$ cat src/rtl/csr_irq_unit.sv
// csr_irq_unit
//   Machine-mode CSR file and interrupt controller for a single-hart RV32 core.
//   Holds mstatus/mie/mip/mtvec/mepc/mcause/mtval, the optional 64-bit
//   mcycle/minstret counters with mcountinhibit, prioritises pending
//   interrupts and produces the trap vector for the trap unit.
//
// Ports
//   clk, rst          : single clock, synchronous active-high reset
//   csr_we            : CSR write request for the current instruction
//   csr_addr          : 12-bit CSR address
//   csr_wdata         : rs1 value or zero-extended uimm
//   csr_op            : funct3 (001 RW, 010 RS, 011 RC, 101 RWI, 110 RSI, 111 RCI)
//   csr_rdata         : value of the addressed CSR before this cycle's update
//   csr_illegal       : write to an unimplemented or read-only CSR
//   trap_taken        : trap entry this cycle (trap_pc/trap_cause/trap_tval valid)
//   mret_exec         : mret retiring this cycle
//   instret_i         : one instruction retired this cycle
//   irq_ext/timer/soft: level-sensitive machine interrupt lines
//   irq_plat          : level-sensitive platform interrupt lines (mip[16+])
//   irq_pending_o     : an enabled interrupt is pending and mstatus.MIE is set
//   irq_cause_o       : mcause value for the highest-priority pending interrupt
//   trap_vector_o     : trap target PC for trap_cause
//   mepc_o, mstatus_o : registered mepc and mstatus
module csr_irq_unit #(
  parameter logic [31:0] MISA_VAL     = 32'h4000_1100,
  parameter logic [31:0] MTVEC_RESET  = 32'h0000_0000,
  parameter int          NUM_PLAT_IRQ = 4,
  parameter int          HAS_COUNTERS = 1
) (
  input  logic        clk,
  input  logic        rst,
  input  logic        csr_we,
  input  logic [11:0] csr_addr,
  input  logic [31:0] csr_wdata,
  input  logic [2:0]  csr_op,
  output logic [31:0] csr_rdata,
  output logic        csr_illegal,
  input  logic        trap_taken,
  input  logic [31:0] trap_pc,
  input  logic [31:0] trap_cause,
  input  logic [31:0] trap_tval,
  input  logic        mret_exec,
  input  logic        instret_i,
  input  logic        irq_ext,
  input  logic        irq_timer,
  input  logic        irq_soft,
  input  logic [((NUM_PLAT_IRQ > 0) ? NUM_PLAT_IRQ : 1)-1:0] irq_plat,
  output logic        irq_pending_o,
  output logic [31:0] irq_cause_o,
  output logic [31:0] trap_vector_o,
  output logic [31:0] mepc_o,
  output logic [31:0] mstatus_o
);

  localparam logic        HAS_CNT   = (HAS_COUNTERS != 0);
  localparam logic [31:0] PLAT_MASK = (32'h0000_FFFF >> (16 - NUM_PLAT_IRQ)) << 16;
  // MSIP, MTIP, MEIP plus the platform lines: the only bits mie/mip carry.
  localparam logic [31:0] IRQ_MASK  = 32'h0000_0888 | PLAT_MASK;
  localparam logic [31:0] INH_MASK  = 32'h0000_0005;

  // Returns {op_valid, new_value}; unknown funct3 encodings report invalid.
  function automatic logic [32:0] csr_modify(input logic [2:0]  op,
                                             input logic [31:0] old_val,
                                             input logic [31:0] wval);
    logic [32:0] res;
    case (op)
      3'b001, 3'b101: res = {1'b1, wval};
      3'b010, 3'b110: res = {1'b1, old_val | wval};
      3'b011, 3'b111: res = {1'b1, old_val & ~wval};
      default:        res = {1'b0, old_val};
    endcase
    return res;
  endfunction

  // Architectural state
  logic        st_mie_q, st_mpie_q;
  logic [31:0] mie_q, mip_q, mtvec_q, mepc_q, mcause_q, mtval_q;
  logic [63:0] mcycle_q, minstret_q;
  logic [31:0] mcountinhibit_q;

  // Next-state values
  logic        st_mie_d, st_mpie_d;
  logic [31:0] mie_d, mip_d, mtvec_d, mepc_d, mcause_d, mtval_d;
  logic [63:0] mcycle_d, minstret_d;
  logic [31:0] mcountinhibit_d;

  logic [31:0] mstatus_val;
  logic [31:0] rd_val;
  logic        addr_impl;
  logic        wr_ok;
  logic [32:0] mod_res;
  logic [31:0] wval;
  logic        wr_en;
  logic [31:0] irq_vec;
  logic [31:0] irq_en;
  logic [4:0]  irq_code;

  // MPP is hard-wired to machine mode.
  assign mstatus_val = {19'd0, 2'b11, 3'd0, st_mpie_q, 3'd0, st_mie_q, 3'd0};

  // Read mux: always reflects registered state, never this cycle's write.
  always_comb begin
    rd_val    = 32'd0;
    addr_impl = 1'b1;
    case (csr_addr)
      12'h300: rd_val = mstatus_val;
      12'h301: rd_val = MISA_VAL;
      12'h304: rd_val = mie_q;
      12'h305: rd_val = mtvec_q;
      12'h341: rd_val = mepc_q;
      12'h342: rd_val = mcause_q;
      12'h343: rd_val = mtval_q;
      12'h344: rd_val = mip_q;
      12'hF14: rd_val = 32'd0;
      12'hB00, 12'hC00: begin
        addr_impl = HAS_CNT;
        rd_val    = HAS_CNT ? mcycle_q[31:0] : 32'd0;
      end
      12'hB80, 12'hC80: begin
        addr_impl = HAS_CNT;
        rd_val    = HAS_CNT ? mcycle_q[63:32] : 32'd0;
      end
      12'hB02, 12'hC02: begin
        addr_impl = HAS_CNT;
        rd_val    = HAS_CNT ? minstret_q[31:0] : 32'd0;
      end
      12'hB82, 12'hC82: begin
        addr_impl = HAS_CNT;
        rd_val    = HAS_CNT ? minstret_q[63:32] : 32'd0;
      end
      12'h320: begin
        addr_impl = HAS_CNT;
        rd_val    = HAS_CNT ? mcountinhibit_q : 32'd0;
      end
      default: addr_impl = 1'b0;
    endcase
  end

  assign csr_rdata   = rd_val;
  assign csr_illegal = csr_we & (~addr_impl | (csr_addr[11:10] == 2'b11));

  assign mod_res = csr_modify(csr_op, rd_val, csr_wdata);
  assign wr_ok   = mod_res[32];
  assign wval    = mod_res[31:0];
  // Trap entry and mret both take precedence and drop the CSR write outright.
  assign wr_en   = csr_we & ~csr_illegal & wr_ok & ~trap_taken & ~mret_exec;

  // Interrupt lines into their mip bit positions.
  always_comb begin
    irq_vec     = 32'd0;
    irq_vec[3]  = irq_soft;
    irq_vec[7]  = irq_timer;
    irq_vec[11] = irq_ext;
    for (int i = 0; i < NUM_PLAT_IRQ; i++) begin
      irq_vec[16+i] = irq_plat[i];
    end
  end

  assign irq_en = mip_q & mie_q;

  // Later assignments win: lowest platform line, then MTIP, MSIP, MEIP.
  always_comb begin
    irq_code = 5'd0;
    for (int i = 31; i >= 16; i--) begin
      if (irq_en[i]) irq_code = 5'(i);
    end
    if (irq_en[7])  irq_code = 5'd7;
    if (irq_en[3])  irq_code = 5'd3;
    if (irq_en[11]) irq_code = 5'd11;
  end

  assign irq_pending_o = st_mie_q & (|irq_en);
  assign irq_cause_o   = irq_pending_o ? {1'b1, 26'd0, irq_code} : 32'd0;

  // Vectored mode offsets only interrupts; 4*cause wraps to 32 bits.
  assign trap_vector_o = {mtvec_q[31:2], 2'b00} +
                         ((mtvec_q[0] && trap_cause[31]) ? {trap_cause[29:0], 2'b00} : 32'd0);

  assign mepc_o    = mepc_q;
  assign mstatus_o = mstatus_val;

  // Next-state: trap > mret > CSR write; counters advance independently.
  always_comb begin
    st_mie_d        = st_mie_q;
    st_mpie_d       = st_mpie_q;
    mie_d           = mie_q;
    mip_d           = irq_vec & IRQ_MASK;
    mtvec_d         = mtvec_q;
    mepc_d          = mepc_q;
    mcause_d        = mcause_q;
    mtval_d         = mtval_q;
    mcountinhibit_d = mcountinhibit_q;
    mcycle_d        = mcountinhibit_q[0] ? mcycle_q : mcycle_q + 64'd1;
    minstret_d      = (instret_i && !mcountinhibit_q[2]) ? minstret_q + 64'd1 : minstret_q;

    if (trap_taken) begin
      mepc_d    = trap_pc & ~32'd3;
      mcause_d  = trap_cause;
      mtval_d   = trap_tval;
      st_mpie_d = st_mie_q;
      st_mie_d  = 1'b0;
    end else if (mret_exec) begin
      st_mie_d  = st_mpie_q;
      st_mpie_d = 1'b1;
    end else if (wr_en) begin
      case (csr_addr)
        12'h300: begin
          st_mie_d  = wval[3];
          st_mpie_d = wval[7];
        end
        12'h304: mie_d           = wval & IRQ_MASK;
        12'h305: mtvec_d         = wval & ~32'd2;
        12'h341: mepc_d          = wval & ~32'd3;
        12'h342: mcause_d        = wval;
        12'h343: mtval_d         = wval;
        // Writing a counter half replaces it and skips this cycle's increment.
        12'hB00: mcycle_d        = {mcycle_q[63:32], wval};
        12'hB80: mcycle_d        = {wval, mcycle_q[31:0]};
        12'hB02: minstret_d      = {minstret_q[63:32], wval};
        12'hB82: minstret_d      = {wval, minstret_q[31:0]};
        12'h320: mcountinhibit_d = wval & INH_MASK;
        default: ; // misa and mip are WARL: accepted, value unchanged
      endcase
    end

    if (!HAS_CNT) begin
      mcycle_d        = 64'd0;
      minstret_d      = 64'd0;
      mcountinhibit_d = 32'd0;
    end
  end

  always_ff @(posedge clk) begin
    if (rst) begin
      st_mie_q        <= 1'b0;
      st_mpie_q       <= 1'b0;
      mie_q           <= 32'd0;
      mip_q           <= 32'd0;
      mtvec_q         <= MTVEC_RESET & ~32'd2;
      mepc_q          <= 32'd0;
      mcause_q        <= 32'd0;
      mtval_q         <= 32'd0;
      mcycle_q        <= 64'd0;
      minstret_q      <= 64'd0;
      mcountinhibit_q <= 32'd0;
    end else begin
      st_mie_q        <= st_mie_d;
      st_mpie_q       <= st_mpie_d;
      mie_q           <= mie_d;
      mip_q           <= mip_d;
      mtvec_q         <= mtvec_d;
      mepc_q          <= mepc_d;
      mcause_q        <= mcause_d;
      mtval_q         <= mtval_d;
      mcycle_q        <= mcycle_d;
      minstret_q      <= minstret_d;
      mcountinhibit_q <= mcountinhibit_d;
    end
  end

endmodule
$ cat config.mk
export PLATFORM = sky130hd
export DESIGN_NAME = csr_irq_unit
export DESIGN_NICKNAME = d
export VERILOG_FILES = /design/src/rtl/csr_irq_unit.sv
export SDC_FILE = /design/constraint.sdc
export NUM_CORES = 1
export LEC_CHECK = 0
export CAP_MARGIN = 20
export CORE_MARGIN = 5
export CORE_UTILIZATION = 35
export CTS_BUF_LIST = sky130_fd_sc_hd__clkbuf_4
export DETAILED_ROUTE_END_ITERATION = 8
export GPL_ROUTABILITY_DRIVEN = 0
export PLACE_DENSITY = 0.56
export SLEW_MARGIN = 20
export SYNTH_ARGS = -nofsm -noshare
export SYNTH_HDL_FRONTEND = slang
export SYNTH_SLANG_ARGS = --single-unit
$ cat constraint.sdc
create_clock -name clk -period 6 [get_ports clk]
set_input_delay 1.5 -clock clk [delete_from_list [all_inputs] [get_ports clk]]
set_output_delay 1.5 -clock clk [all_outputs]
set_load 0.03 [all_outputs]
==> results of run 1 <==
[layout by cell type (no fill, tap or decap), types with 37 or more instances in the layout]
cell type,Yosys,routed
sky130_fd_sc_hd__a21oi_1,272,266
sky130_fd_sc_hd__a221oi_1,136,133
sky130_fd_sc_hd__a22oi_1,71,71
sky130_fd_sc_hd__a31oi_1,40,39
sky130_fd_sc_hd__and2_1,36,37
sky130_fd_sc_hd__and3_1,70,70
sky130_fd_sc_hd__buf_12,0,40
sky130_fd_sc_hd__buf_4,65,185
sky130_fd_sc_hd__clkbuf_4,0,112
sky130_fd_sc_hd__clkdlybuf4s50_1,0,186
sky130_fd_sc_hd__conb_1,2,60
sky130_fd_sc_hd__dfxtp_1,271,271
sky130_fd_sc_hd__inv_1,127,127
sky130_fd_sc_hd__nand2_1,328,328
sky130_fd_sc_hd__nand3_1,88,86
sky130_fd_sc_hd__nand4_1,46,46
sky130_fd_sc_hd__nor2_1,165,164
sky130_fd_sc_hd__nor3_1,66,63
sky130_fd_sc_hd__o21ai_0,88,86
sky130_fd_sc_hd__xnor2_1,69,69
[metal layers]
layer,up-vias,share of wire
met5,-,0
met4,0,0.049
met3,269,0.12
met2,1602,0.43
met1,10700,0.40
li1,9972,-
[sequential cells by signal, indices dropped and copies added, names as in the netlist]
signal and count:
minstret_q 64, mie_q 7, mepc_o 30, mip_q 7
mcountinhibit_q 2, mtval_q 32, mtvec_q 31, mcycle_q 64
st_mpie_q 1, mcause_q 32, st_mie_q 1
[worst reg2reg max path, cell delays in order, from the launching register on]
cell and delay [ps]:
sky130_fd_sc_hd__dfxtp_1 440, sky130_fd_sc_hd__nand3_1 370, sky130_fd_sc_hd__or4_1 820, sky130_fd_sc_hd__or3_4 500, sky130_fd_sc_hd__nor2_1 400, sky130_fd_sc_hd__and3_1 250, sky130_fd_sc_hd__xor2_1 210, sky130_fd_sc_hd__a22oi_1 100
sky130_fd_sc_hd__a21oi_1 200
[cells in the mapped netlist (6+ instances only)]
cell type / number
sky130_fd_sc_hd__and4_1: 8
sky130_fd_sc_hd__a21oi_1: 272
sky130_fd_sc_hd__or3_1: 18
sky130_fd_sc_hd__buf_4: 65
sky130_fd_sc_hd__a221oi_1: 136
sky130_fd_sc_hd__o21ai_1: 9
sky130_fd_sc_hd__nand3b_1: 15
sky130_fd_sc_hd__nand4_1: 46
sky130_fd_sc_hd__o211ai_1: 8
sky130_fd_sc_hd__or2_2: 8
sky130_fd_sc_hd__a2bb2oi_2: 14
sky130_fd_sc_hd__ha_1: 31
sky130_fd_sc_hd__a222oi_1: 26
sky130_fd_sc_hd__clkbuf_1: 153
sky130_fd_sc_hd__nor2b_1: 25
sky130_fd_sc_hd__nand3_1: 88
sky130_fd_sc_hd__o22ai_1: 6
sky130_fd_sc_hd__nor3_1: 66
sky130_fd_sc_hd__xor2_1: 24
sky130_fd_sc_hd__a21o_1: 18
sky130_fd_sc_hd__inv_1: 127
sky130_fd_sc_hd__xnor2_1: 69
sky130_fd_sc_hd__or4_1: 8
sky130_fd_sc_hd__mux2i_1: 15
sky130_fd_sc_hd__buf_1: 11
sky130_fd_sc_hd__and3_1: 70
sky130_fd_sc_hd__a22oi_1: 71
sky130_fd_sc_hd__nand4b_1: 13
sky130_fd_sc_hd__and2_1: 36
sky130_fd_sc_hd__a211oi_1: 16
sky130_fd_sc_hd__dfxtp_1: 271
sky130_fd_sc_hd__nor2_1: 165
sky130_fd_sc_hd__a22oi_2: 7
sky130_fd_sc_hd__a31oi_1: 40
sky130_fd_sc_hd__o21ai_0: 88
sky130_fd_sc_hd__nand2_1: 328
sky130_fd_sc_hd__nand2b_1: 9
sky130_fd_sc_hd__buf_2: 29
sky130_fd_sc_hd__nor4_1: 28
sky130_fd_sc_hd__a22o_1: 17
[repair_timing]
| item | 4_1_cts | 5_1_grt |
|---|---|---|
| setup buffers | 6 | 1 |
| gates cloned | 0 | 1 |
| gates resized for setup | 19 | 19 |
| endpoints found under the setup margin | 14 | 13 |
| pin swaps | 9 | 7 |
[per-stage QoR]
stage	setup TNS [ps]	hold slack [ps]	power [mW]
CTS	-14.3	492	4.28
global route	0	539	4.42
global placement	-1160	476	2.56
finish	0	496	4.29
floorplan	0	445	2.27
detailed placement	-1950	482	2.56
[logic make-up after synthesis]
kind of cell             share of synthesized area
multiplexers                               0.00962
AND/OR/NAND/NOR                              0.255
other                                     0.000393
AO/OA/AOI/OAI                                0.294
flip-flops                                   0.284
buffers and inverters                       0.0935
adder cells (fa/ha/maj)                     0.0213
XOR/XNOR                                    0.0426
[worst max-delay path by stage]
stage,cells past startpoint,startpoint,end,slack (ps)
finish,10,csr_addr[4],csr_rdata[21],30
floorplan,13,trap_cause[31],trap_vector_o[22],480
detailed placement,15,trap_cause[31],trap_vector_o[31],-370
global placement,15,trap_cause[31],trap_vector_o[31],-250
CTS,14,trap_cause[31],trap_vector_o[31],-10
global route,14,trap_cause[0],trap_vector_o[22],0.5
[power groups by stage]
stage	clock network (mW)	registers, mW	logic, mW
3_3_place_gp	0	1.94	0.617
5_1_grt	1.85	1.90	0.662
4_1_cts	1.76	1.90	0.625
2_1_floorplan	0	1.94	0.330
6_report	1.75	1.90	0.640
3_5_place_dp	0	1.94	0.621
[final cells by class]
class | instances | share of cell area
multi-input combinational | 1965 | 0.511
timing repair buffer | 420 | 0.171
tap | 696 | 0.0359
antenna | 6 | 0.000619
sequential | 271 | 0.224
clock inverter | 16 | 0.00341
clock buffer | 112 | 0.0347
inverter | 127 | 0.0197
==> run summary, run 1 <==
The share of the Yosys chip area taken by registers is 0.284. For this run, global-route usage on met3 was measured as 0.0820. The count of different cell masters after synthesis came out at between 90 and 100. The remaining antenna violation count after routing is 0. The initial utilization of the core area, before any placement, comes to 0.355. Using the TritonRoute via totals, the vias-per-cell ratio works out to 6.25. The share of the synthesized area in the top cell type came out at 0.284. By startpoint and endpoint, the worst setup path is classified as input port to output pin. The iteration count of the initial detailed-routing pass came out at 7. The number of standard cells in the final layout excluding fillers is roughly 3,600. The peak ir drop on the vdd network is 0.124 mV. The number of cell rows came out at 85. The clock share of power came out at 0.407.

The switching power as a share of total power came out at 0.317. The number of I/O pins came out at about 320. The combined area of all synthesized cells is 19,100 um^2. The number of nets in the layout came out at 3,052. The number of buffers added on ports came out at 254. The sequential fraction of design power is 0.444.

The relative max-transition margin is 0.178. Of the total power, combinational logic draws 0.149. At the later pin of the worst-skew pair, clock insertion delay measures roughly 840 ps.

Timing analysis after detailed placement gives a worst setup slack of -368 ps. The number of cells after detailed placement is between 3,000 and 4,000. The maximum clock path buffer count came out at 3. The core box area is 53,900 um^2. The worst setup path is captured at an output pin. The flow ran to the end, and the final reports show no timing, DRC or antenna violations. In this run the critical register-to-register path is launched from minstret_q[4]$_SDFFE_PP0P_. Fill cells in the final layout number 5,448. The peak clock frequency supported by timing is 0.168 GHz. The total CTS buffers came out at 79. Ranked by total cell area, the synthesized netlist is headed by sky130_fd_sc_hd__dfxtp_1 28%, sky130_fd_sc_hd__a21oi_1 7.1%, sky130_fd_sc_hd__nand2_1 6.4%, sky130_fd_sc_hd__a221oi_1 6.2%, sky130_fd_sc_hd__nor2_1 3.2%. The largest individual stage delay along the critical path comes from the cell sky130_fd_sc_hd__clkdlybuf4s50_1. The number of enable-type register cells in the synthesized netlist came out at 0. TritonCTS built the clock tree. The summed area of non-filler cells in the final layout is 24,200 um^2. The half-perimeter wire length after placement is 71,400 um. For this block, the initial DRC count from the detailed router was 3,415. STA puts the critical path data required time at 4500 ps. The maximum fanout count along the critical path came out at 22. The final setup violation count is 0. The synthesized design contains 271 register bits.

The share of flip-flops with an asynchronous set or reset after synthesis came out at 0. The met1 routing resource usage after global routing came out at 0.413. Traced cell by cell, the critical path runs through clkdlybuf4s50_1 -> or4_1 -> buf_4 -> a2111oi_4 -> buf_12 -> buf_4 -> a22oi_1 -> and3_1 -> inv_1 -> buf_12.

Setup repair after global routing left no endpoint under its margin. The routed via count is around 23,000. Of all cell types, the one taking the most synthesized area is sky130_fd_sc_hd__dfxtp_1. The number of slew-limit violations in the final report came out at 0.

The worst min-delay path category is flip-flop to flip-flop. The reported net switching power came out at between 1 and 1.5 mW. Data arrives at the worst endpoint at roughly 4500 ps. The number of global-route vias before repair is ~21,000. The vertical extent of the die is 244 um.

The minimum setup slack among reg-to-reg paths is 2550 ps. The worst hold path terminates at mtvec_q[30]$_SDFFE_PP0P_. The startpoint identified for the worst hold timing path is mtvec_q[30]$_SDFFE_PP0P_. The chip width came out at approximately 240 um. Dividing the detail-routed wire length by the instance count gives between 20 and 30 um. The combined area of the multi-input logic cells came out at approximately 12,000 um^2. The final core area utilization is 0.450.

The count of final hold-check violations is 0. The die area is 59,400 um^2. The number of buffers inserted for hold repair after clock tree synthesis came out at 0.

The number of antenna violations at the first check in global routing was 4. The max-cap check violation count is 0. The clock root buffer is sky130_fd_sc_hd__clkbuf_4. The instance count of the mapped netlist is 2,569.

The clock-pin slew on the worst setup and hold paths is 60 ps. Of the available clock period, the critical path in the final layout requires 0.995. The global route total overflow is 0. Among cell families on the critical path, the largest total delay comes from buffers and inverters. The flip-flop and latch area came out at around 5400 um^2. The clock skew is 80.2 ps.

The standby leakage power came out at slightly above 9 nW. The instance area at placement is 23,100 um^2. The layout overhead on the synthesized area came out at 26.8%. The most used flip-flop cell after synthesis is sky130_fd_sc_hd__dfxtp_1. The critical register-to-register path endpoint is minstret_q[49]$_SDFFE_PP0P_.

On the worst path, the slowest cell contributes a delay of 570 ps. The depth of the most critical reg-to-reg path is 8. Counting both buffers and inverters, the worst setup path holds a total of 6. The mean instance size in the synthesized netlist came out at about 7.4 um^2.

Of the cells placed in the final design, the portion with a size suffix greater than 1 is 0.157. For this run, design rule violations remaining after detail routing come to 0. The count of clock tree sinks came out at 271.

The overall global routing resource usage is 0.304. CTS built an H-tree with a depth of 3. The internal power component came out at 2.93 mW. At the pin with the least slew margin, the transition time is 1220 ps. The global-route wire length before repair is 139,000 um.

In this run the most used layer during global routing was met2. STA classifies the critical path startpoint as an input port. The final critical delay including setup and external delays came out at 5970 ps.

The worst path setup slack after routing came out at 30.8 ps. The yosys synthesis warning count is 0. For met2 alone, demand over resource in global routing was 0.453.

The sum of routed wire length over all layers came out at 96,900 um. The power density over the cells came out at 177 nW/um^2. The pin count of the biggest net entering global routing came out at 142. The count of cells along the worst hold path is 2.
No activity file was read; power rests on OpenSTA's default activity.
==> run 2, diff against run 1 <==
--- a/config.mk
+++ b/config.mk
@@ -6,7 +6,7 @@
 export NUM_CORES = 1
 export LEC_CHECK = 0
 export CAP_MARGIN = 20
-export CORE_MARGIN = 5
+export CORE_MARGIN = 2
 export CORE_UTILIZATION = 35
 export CTS_BUF_LIST = sky130_fd_sc_hd__clkbuf_4
 export DETAILED_ROUTE_END_ITERATION = 8
==> run summary, run 2 (same netlist as run 1, synthesis figures left out) <==
The maximum fanout count along the critical path came out at 3 (was 22). The final setup violation count is 0 (unchanged). The number of DRC violations after detailed routing is 0 (unchanged).

The clock latency reported for the late side of the worst-skew pair came to 830 ps (was 840 ps). The kind of critical path is input port to output pin (unchanged). The number of cells after detailed placement came out at 3,478 (was 3,471).

The summed area of non-filler cells in the final layout came out at 24,600 um^2 (was 24,200 um^2). The number of antenna violations at the first check in global routing is 4 (unchanged). The critical path data arrival time was 4460 ps (was 4470 ps).

The critical path capture point type is an output pin (unchanged). The critical register-to-register path endpoint is mcycle_q[63]$_SDFFE_PP0P_ (was minstret_q[49]$_SDFFE_PP0P_). The max-cap check violation count is 0 (unchanged). The routed via count was 22,900 (was 22,600).

The clock-pin slew on the worst setup and hold paths is 60 ps (about the same). The via count normalized by instance count is 6.31 (was 6.25). The relative max-transition margin came to 0.221 (was 0.178). The count of clock tree sinks is 271 (unchanged). The layout overhead on the synthesized area came out at 28.8% (was 26.8%). The minimum setup slack among reg-to-reg paths came out at 2290 ps (was 2550 ps). The total CTS buffers came out at 80 (was 79). The per-cell routed wire length came out at 26.7 um (was 26.8 um). The clock skew came to 66.1 ps (was 80.2 ps). The worst min-delay path category is flip-flop to flip-flop (unchanged). The number of standard cells in the final layout excluding fillers came out at 3,628 (was 3,613). The startpoint type of the worst setup path is an input port (unchanged).

The number of global-route vias before repair came out at 21,000 (was 20,800). The core box area came to 53,900 um^2 (unchanged). The layout cell share with drive strength beyond 1 came out at 0.165 (was 0.157).

The vertical extent of the die is 238 um (was 244 um). The number of slew-limit violations in the final report is 0 (unchanged). The end point of the critical path was trap_vector_o[31] (was csr_rdata[21]). Registers with the most flip-flops: mcycle_q x64, minstret_q x64 (unchanged). The depth of the CTS H-tree is 3 (unchanged).

The DRC marker count from the first detailed-route iteration was 3,647 (was 3,415). The number of buffers added on ports is 254 (unchanged). The final critical delay including setup and external delays came to 5960 ps (was 5970 ps). The depth of the most critical reg-to-reg path is 7 (was 8). The number of nets in the layout came out at 3,058 (was 3,052). The chip width was 238 um (was 244 um). The global-route wire length before repair came out at 139,000 um (about the same).

The critical path data required time came out at 4500 ps (about the same). The number of cell rows is 85 (unchanged). The number of buffers inserted for hold repair after clock tree synthesis is 0 (unchanged).

The initial standard-cell utilization of the core is 0.355 (unchanged). The instance area at placement came out at 23,200 um^2 (was 23,100 um^2). Highest-count cells in the layout ignoring fill and taps: 326 x sky130_fd_sc_hd__nand2_1, 271 x sky130_fd_sc_hd__dfxtp_1, 266 x sky130_fd_sc_hd__a21oi_1 (was 328 x sky130_fd_sc_hd__nand2_1, 271 x sky130_fd_sc_hd__dfxtp_1, 266 x sky130_fd_sc_hd__a21oi_1). The global route total overflow came out at 0 (unchanged). The start of the worst register-to-register path is mcycle_q[8]$_SDFFE_PP0P_ (was minstret_q[4]$_SDFFE_PP0P_). The number of fill cells was 5,413 (was 5,448). The pin count of the biggest net entering global routing is 123 (was 142). The iteration count of the initial detailed-routing pass came out at 6 (was 7).

The half-perimeter wire length after placement is 70,800 um (was 71,400 um). The peak ir drop on the vdd network is 0.126 mV (was 0.124 mV). The part of the cycle the worst path needs is 0.994 (was 0.995). The power consumption is 4.47 mW (was 4.29 mW). The TritonCTS clock tree is yes (unchanged).

The power density over the cells is 182 nW/um^2 (was 177 nW/um^2). The remaining antenna violation count after routing is 0 (unchanged). The clock root buffer is sky130_fd_sc_hd__clkbuf_4 (unchanged). The count of final hold-check violations is 0 (unchanged). The peak clock frequency supported by timing was 0.168 GHz (about the same).

The slew at the pin closest to its max-slew limit is 1170 ps (was 1220 ps). The timing startpoint of the critical path was trap_cause[1] (was csr_addr[4]). The count of cells along the worst hold path was 2 (unchanged). The maximum clock path buffer count came out at 3 (unchanged). The overall global routing resource usage came out at 0.329 (was 0.304).

The sum of routed wire length over all layers came out at 97,000 um (was 96,900 um). The die area is 56,500 um^2 (was 59,400 um^2). The most common cell after layout, fill and taps aside is sky130_fd_sc_hd__nand2_1 (unchanged).

Status: finished, final reports clean (unchanged). The standby leakage power came out at 9.27 nW (was 9.11 nW). The number of I/O pins was 318 (unchanged).

The final total negative setup slack came out at 0 ps (unchanged).
## run 2: stage by stage
step / utilization / setup WS (ps) / hold WS (ps)
finish: 0.457 / 35.4 / 492
global route: 0.457 / -11.3 / 517
CTS: 0.451 / -21.4 / 488
detailed placement: 0.430 / -223 / 479
global placement: 0.430 / -206 / 474
floorplan: - / 484 / 445
## run 2: worst max-delay path: stages
cell                              delay (ps)
sky130_fd_sc_hd__clkdlybuf4s50_1         580
sky130_fd_sc_hd__nand3_4                 190
sky130_fd_sc_hd__inv_1                    50
sky130_fd_sc_hd__ha_1                    310
sky130_fd_sc_hd__a211oi_2                240
sky130_fd_sc_hd__o21bai_2                130
sky130_fd_sc_hd__a221oi_2                330
sky130_fd_sc_hd__buf_4                   200
sky130_fd_sc_hd__o211a_4                 210
sky130_fd_sc_hd__a211o_1                 180
sky130_fd_sc_hd__a31oi_2                 100
sky130_fd_sc_hd__xnor2_1                 200
sky130_fd_sc_hd__buf_4                   210
## run 2: power breakdown
part	switching, mW	leakage (nW)	internal (mW)
combinational	0.419	6.44	0.235
clock	0.888	0.620	1.03
sequential	0.0544	2.21	1.85
## run 2: area by class of cell
class	instances	area, um^2	area share
inverters	127	477	0.0194
well taps	696	871	0.0354
clock inverters	22	175	0.00711
clock buffers	118	886	0.0360
repair buffers	425	4220	0.172
diodes	4	10.0	0.000407
flip-flops and latches	271	5430	0.220
multi-input cells	1965	12600	0.510
## run 2: worst min-delay path by stage
stage / start / endpoint / slack [ps]
after CTS: mtvec_q[30]$_SDFFE_PP0P_ / mtvec_q[30]$_SDFFE_PP0P_ / 490
after floorplan: mtvec_q[19]$_SDFFE_PP0P_ / mtvec_q[19]$_SDFFE_PP0P_ / 440
after global routing: mtvec_q[30]$_SDFFE_PP0P_ / mtvec_q[30]$_SDFFE_PP0P_ / 520
after detailed placement: mtvec_q[30]$_SDFFE_PP0P_ / mtvec_q[30]$_SDFFE_PP0P_ / 480
after global placement: mtvec_q[30]$_SDFFE_PP0P_ / mtvec_q[30]$_SDFFE_PP0P_ / 470
final: mtvec_q[30]$_SDFFE_PP0P_ / mtvec_q[30]$_SDFFE_PP0P_ / 490
## run 2: timing repair
| item | in CTS | in global routing |
|---|---|---|
| resized for setup | 26 | 38 |
| cloned | 0 | 1 |
| setup endpoints to repair | 14 | 16 |
| pin swaps | 5 | 18 |
| buffers inserted | 0 | 5 |
## run 2: layer usage
metal	wire length, um	vias to the layer above	GRT usage
met2	40600	1689	0.482
met3	11400	330	0.0807
met5	14	-	0
met4	5820	2	0.179
met1	39100	10900	0.441
li1	-	9993	-
